`src/rtl/comperator_lite_pkg.sv`:
```
// rtl/comperator_lite_pkg.sv - shared constants and helpers for the comperator lite register block
package comperator_lite_pkg;

  localparam int NUM_REGS = 4;

  localparam logic [1:0] RESP_OKAY   = 2'b00;
  localparam logic [1:0] RESP_SLVERR = 2'b10;

  localparam logic [4:0] REG_CTRL_OFS = 5'h00;
  localparam logic [4:0] REG_CFG0_OFS = 5'h04;
  localparam logic [4:0] REG_CFG1_OFS = 5'h08;
  localparam logic [4:0] REG_CFG2_OFS = 5'h0C;

  // Map a decode error flag onto the bus response code.
  function automatic logic [1:0] resp_for(input logic err);
    return err ? RESP_SLVERR : RESP_OKAY;
  endfunction

endpackage

```
`src/rtl/comperator_lite_regs_slave_if.sv`:
```
// rtl/comperator_lite_regs_slave_if.sv - AXI4-Lite bus bundle with master/slave views
interface comperator_lite_regs_slave_if #(
  parameter int C_S_AXI_ADDR_WIDTH = 5,
  parameter int C_S_AXI_DATA_WIDTH = 32
);
  logic [C_S_AXI_ADDR_WIDTH-1:0]   S_AXI_AWADDR;
  logic [2:0]                      S_AXI_AWPROT;
  logic                            S_AXI_AWVALID;
  logic                            S_AXI_AWREADY;
  logic [C_S_AXI_DATA_WIDTH-1:0]   S_AXI_WDATA;
  logic [C_S_AXI_DATA_WIDTH/8-1:0] S_AXI_WSTRB;
  logic                            S_AXI_WVALID;
  logic                            S_AXI_WREADY;
  logic [1:0]                      S_AXI_BRESP;
  logic                            S_AXI_BVALID;
  logic                            S_AXI_BREADY;
  logic [C_S_AXI_ADDR_WIDTH-1:0]   S_AXI_ARADDR;
  logic [2:0]                      S_AXI_ARPROT;
  logic                            S_AXI_ARVALID;
  logic                            S_AXI_ARREADY;
  logic [C_S_AXI_DATA_WIDTH-1:0]   S_AXI_RDATA;
  logic [1:0]                      S_AXI_RRESP;
  logic                            S_AXI_RVALID;
  logic                            S_AXI_RREADY;

  modport master (
    output S_AXI_AWADDR, S_AXI_AWPROT, S_AXI_AWVALID,
    input  S_AXI_AWREADY,
    output S_AXI_WDATA, S_AXI_WSTRB, S_AXI_WVALID,
    input  S_AXI_WREADY,
    input  S_AXI_BRESP, S_AXI_BVALID,
    output S_AXI_BREADY,
    output S_AXI_ARADDR, S_AXI_ARPROT, S_AXI_ARVALID,
    input  S_AXI_ARREADY,
    input  S_AXI_RDATA, S_AXI_RRESP, S_AXI_RVALID,
    output S_AXI_RREADY
  );

  modport slave (
    input  S_AXI_AWADDR, S_AXI_AWPROT, S_AXI_AWVALID,
    output S_AXI_AWREADY,
    input  S_AXI_WDATA, S_AXI_WSTRB, S_AXI_WVALID,
    output S_AXI_WREADY,
    output S_AXI_BRESP, S_AXI_BVALID,
    input  S_AXI_BREADY,
    input  S_AXI_ARADDR, S_AXI_ARPROT, S_AXI_ARVALID,
    output S_AXI_ARREADY,
    output S_AXI_RDATA, S_AXI_RRESP, S_AXI_RVALID,
    input  S_AXI_RREADY
  );

endinterface

```
`src/rtl/comperator_lite_strb_merge.sv`:
```
// rtl/comperator_lite_strb_merge.sv - byte-strobe merge of new write data into an old register value
module comperator_lite_strb_merge #(
  parameter int DATA_WIDTH = 32
) (
  input  logic [DATA_WIDTH-1:0]   old_data,
  input  logic [DATA_WIDTH-1:0]   wdata,
  input  logic [DATA_WIDTH/8-1:0] wstrb,
  output logic [DATA_WIDTH-1:0]   merged
);

  // Take each byte from wdata where its strobe is set, otherwise keep the old byte.
  always_comb begin
    merged = old_data;
    for (int b = 0; b < DATA_WIDTH/8; b++) begin
      if (wstrb[b]) merged[b*8 +: 8] = wdata[b*8 +: 8];
    end
  end

endmodule

```
`src/rtl/comperator_lite_regs_slave.sv`:
```
// rtl/comperator_lite_regs_slave.sv - AXI4-Lite register file for the comperator core (optional COMPERATOR_LITE_ADDR_ERR_EN)
module comperator_lite_regs_slave
  import comperator_lite_pkg::*;
#(
  parameter int C_S_AXI_DATA_WIDTH = 32,
  parameter int C_S_AXI_ADDR_WIDTH = 5
) (
  input  logic                                   ACLK,
  input  logic                                   ARESETN,
  comperator_lite_regs_slave_if.slave            s_axi,
  output logic [NUM_REGS*C_S_AXI_DATA_WIDTH-1:0] cfg_regs
);

  localparam int DW     = C_S_AXI_DATA_WIDTH;
  localparam int AW     = C_S_AXI_ADDR_WIDTH;
  localparam int STRB_W = DW/8;

  // Readies stay low until the first edge after reset release.
  logic                        started;

  logic                        aw_held;
  logic [AW-1:0]               aw_addr_q;
  logic                        w_held;
  logic [DW-1:0]               w_data_q;
  logic [STRB_W-1:0]           w_strb_q;
  logic                        bvalid_q;
  logic [1:0]                  bresp_q;

  logic                        rvalid_q;
  logic [DW-1:0]               rdata_q;
  logic [1:0]                  rresp_q;

  logic [NUM_REGS-1:0][DW-1:0] regs;

  logic [1:0]                  wr_idx;
  logic                        wr_err;
  logic [1:0]                  rd_idx;
  logic                        rd_err;
  logic [DW-1:0]               merged;
  logic                        unused_bits;

  logic aw_hs, w_hs, ar_hs, commit;

  assign s_axi.S_AXI_AWREADY = started && !aw_held && !bvalid_q;
  assign s_axi.S_AXI_WREADY  = started && !w_held && !bvalid_q;
  assign s_axi.S_AXI_BVALID  = bvalid_q;
  assign s_axi.S_AXI_BRESP   = bresp_q;
  assign s_axi.S_AXI_ARREADY = started && !rvalid_q;
  assign s_axi.S_AXI_RVALID  = rvalid_q;
  assign s_axi.S_AXI_RDATA   = rdata_q;
  assign s_axi.S_AXI_RRESP   = rresp_q;

  assign aw_hs  = s_axi.S_AXI_AWVALID && s_axi.S_AXI_AWREADY;
  assign w_hs   = s_axi.S_AXI_WVALID  && s_axi.S_AXI_WREADY;
  assign ar_hs  = s_axi.S_AXI_ARVALID && s_axi.S_AXI_ARREADY;
  assign commit = aw_held && w_held;

  assign cfg_regs = regs;

`ifdef COMPERATOR_LITE_ADDR_ERR_EN
  localparam int IDX_W = AW - 2;
  logic [IDX_W-1:0] wr_full_idx;
  logic [IDX_W-1:0] rd_full_idx;

  // Decode the full word index so that holes above the register file can be flagged.
  always_comb begin
    wr_full_idx = aw_addr_q[AW-1:2];
    rd_full_idx = s_axi.S_AXI_ARADDR[AW-1:2];
    wr_err      = (wr_full_idx >= IDX_W'(NUM_REGS));
    rd_err      = (rd_full_idx >= IDX_W'(NUM_REGS));
    wr_idx      = wr_full_idx[1:0];
    rd_idx      = rd_full_idx[1:0];
  end

  assign unused_bits = ^{s_axi.S_AXI_AWPROT, s_axi.S_AXI_ARPROT,
                         aw_addr_q[1:0], s_axi.S_AXI_ARADDR[1:0]};
`else
  // Only the low word index bits select a register, so addresses alias every 16 bytes.
  always_comb begin
    wr_idx = aw_addr_q[3:2];
    rd_idx = s_axi.S_AXI_ARADDR[3:2];
    wr_err = 1'b0;
    rd_err = 1'b0;
  end

  assign unused_bits = ^{s_axi.S_AXI_AWPROT, s_axi.S_AXI_ARPROT,
                         aw_addr_q[1:0], s_axi.S_AXI_ARADDR[1:0],
                         aw_addr_q[AW-1:4], s_axi.S_AXI_ARADDR[AW-1:4]};
`endif

  comperator_lite_strb_merge #(
    .DATA_WIDTH (DW)
  ) u_strb_merge (
    .old_data (regs[wr_idx]),
    .wdata    (w_data_q),
    .wstrb    (w_strb_q),
    .merged   (merged)
  );

  // Write channel: latch AW and W independently, commit once both are held, then hold B until taken.
  always_ff @(posedge ACLK or negedge ARESETN) begin
    if (!ARESETN) begin
      started   <= 1'b0;
      aw_held   <= 1'b0;
      aw_addr_q <= '0;
      w_held    <= 1'b0;
      w_data_q  <= '0;
      w_strb_q  <= '0;
      bvalid_q  <= 1'b0;
      bresp_q   <= RESP_OKAY;
      regs      <= '0;
    end else begin
      started <= 1'b1;
      if (aw_hs) begin
        aw_held   <= 1'b1;
        aw_addr_q <= s_axi.S_AXI_AWADDR;
      end
      if (w_hs) begin
        w_held   <= 1'b1;
        w_data_q <= s_axi.S_AXI_WDATA;
        w_strb_q <= s_axi.S_AXI_WSTRB;
      end
      if (commit) begin
        aw_held  <= 1'b0;
        w_held   <= 1'b0;
        bvalid_q <= 1'b1;
        bresp_q  <= resp_for(wr_err);
        if (!wr_err) regs[wr_idx] <= merged;
      end else if (bvalid_q && s_axi.S_AXI_BREADY) begin
        bvalid_q <= 1'b0;
      end
    end
  end

  // Read channel: capture the pre-commit register value on AR handshake and hold until taken.
  always_ff @(posedge ACLK or negedge ARESETN) begin
    if (!ARESETN) begin
      rvalid_q <= 1'b0;
      rdata_q  <= '0;
      rresp_q  <= RESP_OKAY;
    end else if (ar_hs) begin
      rvalid_q <= 1'b1;
      rdata_q  <= rd_err ? '0 : regs[rd_idx];
      rresp_q  <= resp_for(rd_err);
    end else if (rvalid_q && s_axi.S_AXI_RREADY) begin
      rvalid_q <= 1'b0;
    end
  end

endmodule

```
`src/flat_wrapper.sv`:
```
// flat-port wrapper written by rule: the top's interface ports become plain ports
module comperator_lite_regs_slave_flat import comperator_lite_pkg::*;
#(
  parameter int C_S_AXI_DATA_WIDTH = 32,
  parameter int C_S_AXI_ADDR_WIDTH = 5
)
  (ACLK, ARESETN, cfg_regs, s_axi_S_AXI_AWADDR, s_axi_S_AXI_AWPROT, s_axi_S_AXI_AWVALID, s_axi_S_AXI_AWREADY, s_axi_S_AXI_WDATA, s_axi_S_AXI_WSTRB, s_axi_S_AXI_WVALID, s_axi_S_AXI_WREADY, s_axi_S_AXI_BRESP, s_axi_S_AXI_BVALID, s_axi_S_AXI_BREADY, s_axi_S_AXI_ARADDR, s_axi_S_AXI_ARPROT, s_axi_S_AXI_ARVALID, s_axi_S_AXI_ARREADY, s_axi_S_AXI_RDATA, s_axi_S_AXI_RRESP, s_axi_S_AXI_RVALID, s_axi_S_AXI_RREADY);
  comperator_lite_regs_slave_if #(.C_S_AXI_ADDR_WIDTH(C_S_AXI_ADDR_WIDTH), .C_S_AXI_DATA_WIDTH(C_S_AXI_DATA_WIDTH)) s_axi_i ();
  input  logic ACLK;
  input  logic ARESETN;
  output logic [NUM_REGS*C_S_AXI_DATA_WIDTH-1:0] cfg_regs;
  input wire logic [$bits(s_axi_i.S_AXI_AWADDR)-1:0] s_axi_S_AXI_AWADDR;
  input wire logic [$bits(s_axi_i.S_AXI_AWPROT)-1:0] s_axi_S_AXI_AWPROT;
  input wire logic [$bits(s_axi_i.S_AXI_AWVALID)-1:0] s_axi_S_AXI_AWVALID;
  output wire logic [$bits(s_axi_i.S_AXI_AWREADY)-1:0] s_axi_S_AXI_AWREADY;
  input wire logic [$bits(s_axi_i.S_AXI_WDATA)-1:0] s_axi_S_AXI_WDATA;
  input wire logic [$bits(s_axi_i.S_AXI_WSTRB)-1:0] s_axi_S_AXI_WSTRB;
  input wire logic [$bits(s_axi_i.S_AXI_WVALID)-1:0] s_axi_S_AXI_WVALID;
  output wire logic [$bits(s_axi_i.S_AXI_WREADY)-1:0] s_axi_S_AXI_WREADY;
  output wire logic [$bits(s_axi_i.S_AXI_BRESP)-1:0] s_axi_S_AXI_BRESP;
  output wire logic [$bits(s_axi_i.S_AXI_BVALID)-1:0] s_axi_S_AXI_BVALID;
  input wire logic [$bits(s_axi_i.S_AXI_BREADY)-1:0] s_axi_S_AXI_BREADY;
  input wire logic [$bits(s_axi_i.S_AXI_ARADDR)-1:0] s_axi_S_AXI_ARADDR;
  input wire logic [$bits(s_axi_i.S_AXI_ARPROT)-1:0] s_axi_S_AXI_ARPROT;
  input wire logic [$bits(s_axi_i.S_AXI_ARVALID)-1:0] s_axi_S_AXI_ARVALID;
  output wire logic [$bits(s_axi_i.S_AXI_ARREADY)-1:0] s_axi_S_AXI_ARREADY;
  output wire logic [$bits(s_axi_i.S_AXI_RDATA)-1:0] s_axi_S_AXI_RDATA;
  output wire logic [$bits(s_axi_i.S_AXI_RRESP)-1:0] s_axi_S_AXI_RRESP;
  output wire logic [$bits(s_axi_i.S_AXI_RVALID)-1:0] s_axi_S_AXI_RVALID;
  input wire logic [$bits(s_axi_i.S_AXI_RREADY)-1:0] s_axi_S_AXI_RREADY;
  assign s_axi_i.S_AXI_AWADDR = s_axi_S_AXI_AWADDR;
  assign s_axi_i.S_AXI_AWPROT = s_axi_S_AXI_AWPROT;
  assign s_axi_i.S_AXI_AWVALID = s_axi_S_AXI_AWVALID;
  assign s_axi_S_AXI_AWREADY = s_axi_i.S_AXI_AWREADY;
  assign s_axi_i.S_AXI_WDATA = s_axi_S_AXI_WDATA;
  assign s_axi_i.S_AXI_WSTRB = s_axi_S_AXI_WSTRB;
  assign s_axi_i.S_AXI_WVALID = s_axi_S_AXI_WVALID;
  assign s_axi_S_AXI_WREADY = s_axi_i.S_AXI_WREADY;
  assign s_axi_S_AXI_BRESP = s_axi_i.S_AXI_BRESP;
  assign s_axi_S_AXI_BVALID = s_axi_i.S_AXI_BVALID;
  assign s_axi_i.S_AXI_BREADY = s_axi_S_AXI_BREADY;
  assign s_axi_i.S_AXI_ARADDR = s_axi_S_AXI_ARADDR;
  assign s_axi_i.S_AXI_ARPROT = s_axi_S_AXI_ARPROT;
  assign s_axi_i.S_AXI_ARVALID = s_axi_S_AXI_ARVALID;
  assign s_axi_S_AXI_ARREADY = s_axi_i.S_AXI_ARREADY;
  assign s_axi_S_AXI_RDATA = s_axi_i.S_AXI_RDATA;
  assign s_axi_S_AXI_RRESP = s_axi_i.S_AXI_RRESP;
  assign s_axi_S_AXI_RVALID = s_axi_i.S_AXI_RVALID;
  assign s_axi_i.S_AXI_RREADY = s_axi_S_AXI_RREADY;
  comperator_lite_regs_slave #(.C_S_AXI_DATA_WIDTH(C_S_AXI_DATA_WIDTH), .C_S_AXI_ADDR_WIDTH(C_S_AXI_ADDR_WIDTH)) u_core (.ACLK(ACLK), .ARESETN(ARESETN), .s_axi(s_axi_i), .cfg_regs(cfg_regs));
endmodule
```
`config.mk`:
```
export PLATFORM = sky130hd
export DESIGN_NAME = comperator_lite_regs_slave_flat
export DESIGN_NICKNAME = d
export VERILOG_FILES = /design/src/rtl/comperator_lite_pkg.sv /design/src/rtl/comperator_lite_regs_slave_if.sv /design/src/rtl/comperator_lite_strb_merge.sv /design/src/rtl/comperator_lite_regs_slave.sv /design/src/flat_wrapper.sv
export SDC_FILE = /design/constraint.sdc
export NUM_CORES = 1
export LEC_CHECK = 0
export CAP_MARGIN = 5
export CORE_ASPECT_RATIO = 0.9
export CORE_MARGIN = 4
export CORE_UTILIZATION = 45
export CTS_CLUSTER_DIAMETER = 150
export DETAILED_ROUTE_END_ITERATION = 8
export PLACE_DENSITY_LB_ADDON = 0.1
export RECOVER_POWER = 50
export SKIP_LAST_GASP = 1
export SLEW_MARGIN = 5
export SYNTH_ARGS = -nofsm -noshare
export SYNTH_HDL_FRONTEND = slang
export SYNTH_SLANG_ARGS = --single-unit
export TNS_END_PERCENT = 100
```
`constraint.sdc`:
```
create_clock -name ACLK -period 1.5 [get_ports ACLK]
set_input_delay 0.375 -clock ACLK [delete_from_list [all_inputs] [get_ports ACLK]]
set_output_delay 0.375 -clock ACLK [all_outputs]
set_load 0.05 [all_outputs]
```
Word-level counts from Yosys, hierarchy flattened
Cells that the tools add are included.
{"block": "totals", "reg_bits": 205, "inputBits": 59, "out_inout_bits": 169, "wordCells": 55}
{"block": "classes", "n_lt_le_gt_ge": 3, "muxes": 19, "reduce_logical": 20}
{"cell": "$bmux W32 S2", "n": 2}
{"cell": "$bwmux W128", "n": 1}
{"cell": "$mux W32", "n": 3}
{"cell": "$demux W32 S2", "n": 1}
{"cell": "$mux W8", "n": 4}
{"cell": "$logic_and A1 B1 Y1", "n": 12}
{"cell": "$mux W1", "n": 8}
{"cell": "$reduce_bool A2 Y1", "n": 4}
{"cell": "$lt A2 B3 Y1 const B", "n": 2}
{"cell": "$logic_not A1 Y1", "n": 4}
{"cell": "$ge A2 B1 Y1 const B", "n": 1}

Depth between registers and ports, before layout
Gate-level depths: netlist (run 1).
{"block": "depth", "depth_word": 6, "ltp_mapped": 6, "ltp_nobuf": 3}

Hierarchy
From an unflattened synthesis (run 1), not the netlist that was laid out.
{"block": "unflattened", "hier_cells": 564, "area_unflattened_um2": 9890.7}
{"mod": "comperator_lite_regs_slave", "instances": 1, "cells_per_inst": 528, "area_each_um2": 9365.2, "seq_area_each_um2": 5079.9}
{"mod": "comperator_lite_strb_merge", "instances": 1, "cells_per_inst": 36, "area_each_um2": 525.5, "seq_area_each_um2": 0.0}

Worst setup path before layout (run 1)
OpenSTA, ideal clock, no wires.
{"block": "synth_timing", "kind": "reg-to-reg", "start": "register u_core.bvalid_q, in the netlist u_core.s_axi.S_AXI_BVALID", "end": "register u_core.aw_addr_q[2]", "setup_time_ps": 125, "arrival_time_ps": 2420, "required_ps": 1375, "setup_slack_ps": -1045, "stages_incl_launch_ff": 4, "path_buffers": 0, "synth_period_minus_slack_ps": 2545, "path_cell_list": "dfrtp_1 > nor3b_1 > nand2_1 > mux2_2"}
{"block": "synth_between", "elab_chain_cells": 3}
{"item": "start: declaration", "line": "comperator_lite_regs_slave.sv:26", "text": "logic bvalid_q;"}
{"item": "start signal: assignment", "line": "comperator_lite_regs_slave.sv:109", "text": "bvalid_q <= 1'b0;"}
{"item": "start signal: assignment", "line": "comperator_lite_regs_slave.sv:126", "text": "bvalid_q <= 1'b1;"}
{"item": "start signal: assignment", "line": "comperator_lite_regs_slave.sv:130", "text": "bvalid_q <= 1'b0;"}
{"item": "$logic_not A1 Y1", "line": "comperator_lite_regs_slave.sv:44", "text": "assign s_axi.S_AXI_AWREADY = started && !aw_held && !bvalid_q;"}
{"item": "$logic_and A1 B1 Y1", "line": "comperator_lite_regs_slave.sv:44"}
{"item": "named net s_axi_S_AXI_AWREADY", "line": "flat_wrapper.sv:15", "text": "output wire logic [$bits(s_axi_i.S_AXI_AWREADY)-1:0] s_axi_S_AXI_AWREADY;"}
{"item": "$logic_and A1 B1 Y1", "line": "comperator_lite_regs_slave.sv:53", "text": "assign aw_hs = s_axi.S_AXI_AWVALID && s_axi.S_AXI_AWREADY;"}
{"item": "end signal: assignment", "line": "comperator_lite_regs_slave.sv:116", "text": "aw_addr_q <= s_axi.S_AXI_AWADDR;"}
{"item": "end: declaration", "line": "comperator_lite_regs_slave.sv:22", "text": "logic [AW-1:0] aw_addr_q;"}
The timed path passes the listed nets, and every way through them passes these cells.
A chain may end at the register's enable or synchronous reset.

Worst setup path after layout (run 1)
{"block": "layout_timing", "start": "register u_core.aw_held", "end": "output port s_axi_S_AXI_AWREADY"}
{"block": "layout_between", "elab_chain_cells": 3}
{"item": "start: declaration", "line": "comperator_lite_regs_slave.sv:21", "text": "logic aw_held;"}
{"item": "start signal: assignment", "line": "comperator_lite_regs_slave.sv:104", "text": "aw_held <= 1'b0;"}
{"item": "start signal: assignment", "line": "comperator_lite_regs_slave.sv:115", "text": "aw_held <= 1'b1;"}
{"item": "start signal: assignment", "line": "comperator_lite_regs_slave.sv:124", "text": "aw_held <= 1'b0;"}
{"item": "$logic_not A1 Y1", "line": "comperator_lite_regs_slave.sv:44"}
{"item": "$logic_and A1 B1 Y1 (2 in series)", "line": "comperator_lite_regs_slave.sv:44"}
{"item": "end: declaration", "line": "flat_wrapper.sv:15"}
No other way between the ends.

==> metrics.md, run 1 <==
| Metric | Value |
|---|---|
| CP peak stage delay | `410 ps` |
| # fillers | `768` |
| Latest clock arrival within the worst-skew pair | `510 ps` |
| Tightest Hold Check Type | `in2reg` |
| Mux cell area share after synthesis | `22.7%` |
| Max_cap viols | `0` |
| Max-slew violation count | `0` |
| Crit Path Class | `reg2out` |
| Slew @ Worst Pin | `1040 ps` |
| Leading area contributor after synthesis | `dfrtp_1` |
| CTS Root Cell | `clkbuf_16` |
| Maximum clock frequency | `530 MHz` |
| CTS HTree Levels | `1` |
| CTS clk-pin slew, worst paths | `70 ps` |
| Num Clock Sinks | `203` |
| Simple-Gate Fraction of Synth Area | `7.65%` |
| CTS Buf Count | `22` |
| 1st-iter DRT viols | `609` |
| Pwr Density | `2550 nW/um^2` |
| Synth Area in Compound Gates | `9.72%` |
| Crit path launch type | `flop` |
| CP Data Required Time | `1120 ps` |
| Starting Density | `46.3%` |
| Critical-path maximum fanout | `4` |
| Synthesis warning total | `0` |
| Initial antenna violation count | `0` |
| Final HPWL from detailed placement | `19.3 mm` |
| Sequential area share after synthesis | `56.6%` |
| Setup ws final | `-387 ps` |
| Post-synth EDFFs | `0` |
| Most frequent cell after synthesis | `dfrtp_1` |
| Skew final | `25.7 ps` |
| RSZ-0062 raised after global routing | `true` |
| Ys flop type | `dfrtp_1` |
| DRC | `0` |
| Total GRT Usage | `25.8%` |
| Synth Area in XOR/XNOR | `0%` |
| Vias in the first global route | `7,834` |
| LEAKAGE | `7.68 nW` |
| Register bit total from synthesis | `203` |
| Die Wd | `157 um` |
| Routed Antenna Nets | `0` |
| Top cells by count, synth | `203 x dfrtp_1, 122 x mux2_2, 115 x nand2_1` |
| Min cycle time layout | `1890 ps` |
| Die area | `22,300 um^2` |
| Status | `finished with violations` |
| Area contributors post-synth | `dfrtp_1 57%, mux2_2 15%, mux2i_1 7.1%, nand2_1 4.8%, o21ai_0 4.3%` |
| Violated checks | `negative setup slack` |
| Critical Path End | `s_axi_S_AXI_AWREADY` |
| Vias | `8,319` |
| Grt total ovfl | `0` |
| Post-synthesis adder-cell area fraction | `0%` |
| R2R Path Start | `u_core.w_held` |
| Routed length per instance | `28.0 um` |
| Synth cell types | `33` |
| Worst R2R End | `u_core.w_data_q[8]` |
| Die height | `142 um` |
| Largest family of logic cells by synthesized area | `multiplexers` |
| Drt first pass iters | `5` |
| Worst slew margin | `30.4%` |
| Overall power | `43.2 mW` |
| Mapped Avg Cell Area | `12.0 um^2` |
| Core Box Area | `19,400 um^2` |
| Asr flop ratio synth | `100%` |
| Area delta synth->final | `88.5%` |
| Post-Syn Area | `8980 um^2` |
| Worst Setup SP | `u_core.aw_held` |
| Layout cells sized above 1 | `66.4%` |
| TritonCTS clock tree | `done` |
| Final hold vios | `0` |
| Peak VDD IR | `0.00164 V` |
| Largest net degree at the start of global routing | `50` |
| CP cell instances | `buf_6 -> nor3b_4 -> buf_12` |
| Final setup viols | `248` |
| CP arrival | `1510 ps` |
| Row count | `48` |
| R2R cell count | `6` |
| Min Hold Slack | `401 ps` |
| Port buffer count | `211` |
| CTS max path bufs | `3` |
| Global-route wire length before repair | `45.2 mm` |
| Post-Syn Instances | `746` |
| R2R Setup Slk | `-280 ps` |
| Post-synth top area share | `56.6%` |
| Placer congestion estimate | `0.798` |
| Slowest CP cell | `dfrtp_1` |
| Drt total wl | `38.1 mm` |
| IO Pins | `228` |
| Number of nets in the layout | `1,157` |
| Post-detailed-route via-to-cell ratio | `6.11` |
| CP Capture Type | `primary output` |
| Period utilization | `126%` |
-- layer usage --
| metal | vias up | part of all wire [%] | routed length (um) | track usage (%) |
|---|---|---|---|---|
| met2 | 491 | 50 | 18900 | 43.6 |
| met5 | - | 0 | 0 | 0 |
| met3 | 132 | 8.2 | 3110 | 4.29 |
| met1 | 4311 | 38 | 14500 | 35.2 |
| li1 | 3385 | - | - | - |
| met4 | 0 | 4.2 | 1620 | 6.03 |
-- cell families (layout without fill, tap and decap cells) --
| family | Yosys count | in the layout |
|---|---|---|
| muxes | 188 | 188 |
| AOI/OAI and AO/OA | 142 | 142 |
| other | 2 | 6 |
| DFF | 203 | 203 |
| and+or+nand+nor | 149 | 149 |
| buffers and inverters | 62 | 424 |
-- stage by stage --
step                cell area (um^2)  setup TNS, ps  cells  utilization [%]  setup slack, ps
finish                         16900         -28150   1362             87.3             -387
global route                   16900         -53490   1361             87.3             -423
CTS                            15000         -22970   1272             77.6             -356
detailed placement             13600         -21170   1203             69.9             -506
global placement               13600         -18700   1203             69.9             -485
floorplan                       9170          -3450    749                -             -154
-- critical path, delay by kind of cell (launching register included) --
| kind | cells | cell delay [ps] |
|---|---|---|
| buffers and inverters | 2 | 320 |
| AND/OR/NAND/NOR | 1 | 270 |
| flip-flops | 1 | 410 |
-- where the power goes --
part	switching (mW)	internal, mW	leakage [nW]	total [mW]
combinational	12.8	13.0	4.83	25.8
clock	2.28	3.38	0.360	5.66
sequential	3.80	7.95	2.50	11.8
total	18.9	24.3	7.68	43.2
-- flip-flops by register name, summed over array words and instances (netlist names) --
name,count
u_core.cfg_regs,128
u_core.s_axi.S_AXI_RDATA,32
u_core.w_data_q,32
u_core.w_strb_q,4
u_core.aw_addr_q,2
u_core.aw_held,1
u_core.s_axi.S_AXI_BVALID,1
u_core.s_axi.S_AXI_RVALID,1
u_core.started,1
u_core.w_held,1
-- worst min path at each step --
stage | startpoint | to | slack (ps) | depth (start not counted)
2_1_floorplan | ARESETN | u_core.aw_addr_q[2] | 80 | 0
3_3_place_gp | ARESETN | u_core.cfg_regs[52] | 310 | 1
3_5_place_dp | ARESETN | u_core.cfg_regs[53] | 320 | 1
4_1_cts | ARESETN | u_core.cfg_regs[60] | 370 | 2
5_1_grt | s_axi_S_AXI_ARADDR[3] | u_core.s_axi.S_AXI_RDATA[1] | 410 | 3
6_report | s_axi_S_AXI_ARADDR[3] | u_core.s_axi.S_AXI_RDATA[1] | 400 | 3
-- layout by cell type (no fill, tap or decap), types with 3 or more instances in the layout --
cell type        instances
buf_12                 196
buf_4                   85
buf_6                   28
buf_8                   12
clkbuf_1                 4
clkbuf_16               35
clkbuf_8                 5
clkdlybuf4s50_1         44
clkinvlp_4               3
conb_1                   5
dfrtp_1                118
dfrtp_2                 85
inv_1                    5
mux2_2                  33
mux2_4                  91
mux2i_1                 64
nand2_1                 50
nand2_2                 34
nand2_4                 29
nand2_8                  4
nand2b_1                 4
nand3_1                  5
nor3b_4                  3
o21ai_0                  7
o21ai_1                 28
o21ai_2                 40
o221ai_1                21
o221ai_2                10
o22ai_1                 10
o22ai_2                 20
or2_2                    4
-- area by class of cell --
class,instances,area [um^2],share of cell area [%]
antenna,1,2.50,0.0148
clock buffer,32,659,3.90
clock inverter,5,77.6,0.458
inverter,7,33.8,0.200
multi-input combinational,484,4820,28.4
sequential,203,5190,30.6
tap,250,313,1.85
timing repair buffer,380,5840,34.5
-- timing repair --
item,in CTS,in global routing
resized for setup,127,354
hold buffers,1,0
buffers inserted,30,74
hold endpoints to repair,31,0
gates cloned,4,19
pin swaps,9,39
endpoints found under the setup margin,137,277
No activity file was read; power rests on OpenSTA's default activity.
==> inputs of run 2 (changes only) <==
- ABC_CLOCK_PERIOD_IN_PS: not set -> 1500
==> results of run 2 <==
No change in the layout: final DEF, timing and power equal those of run 1.
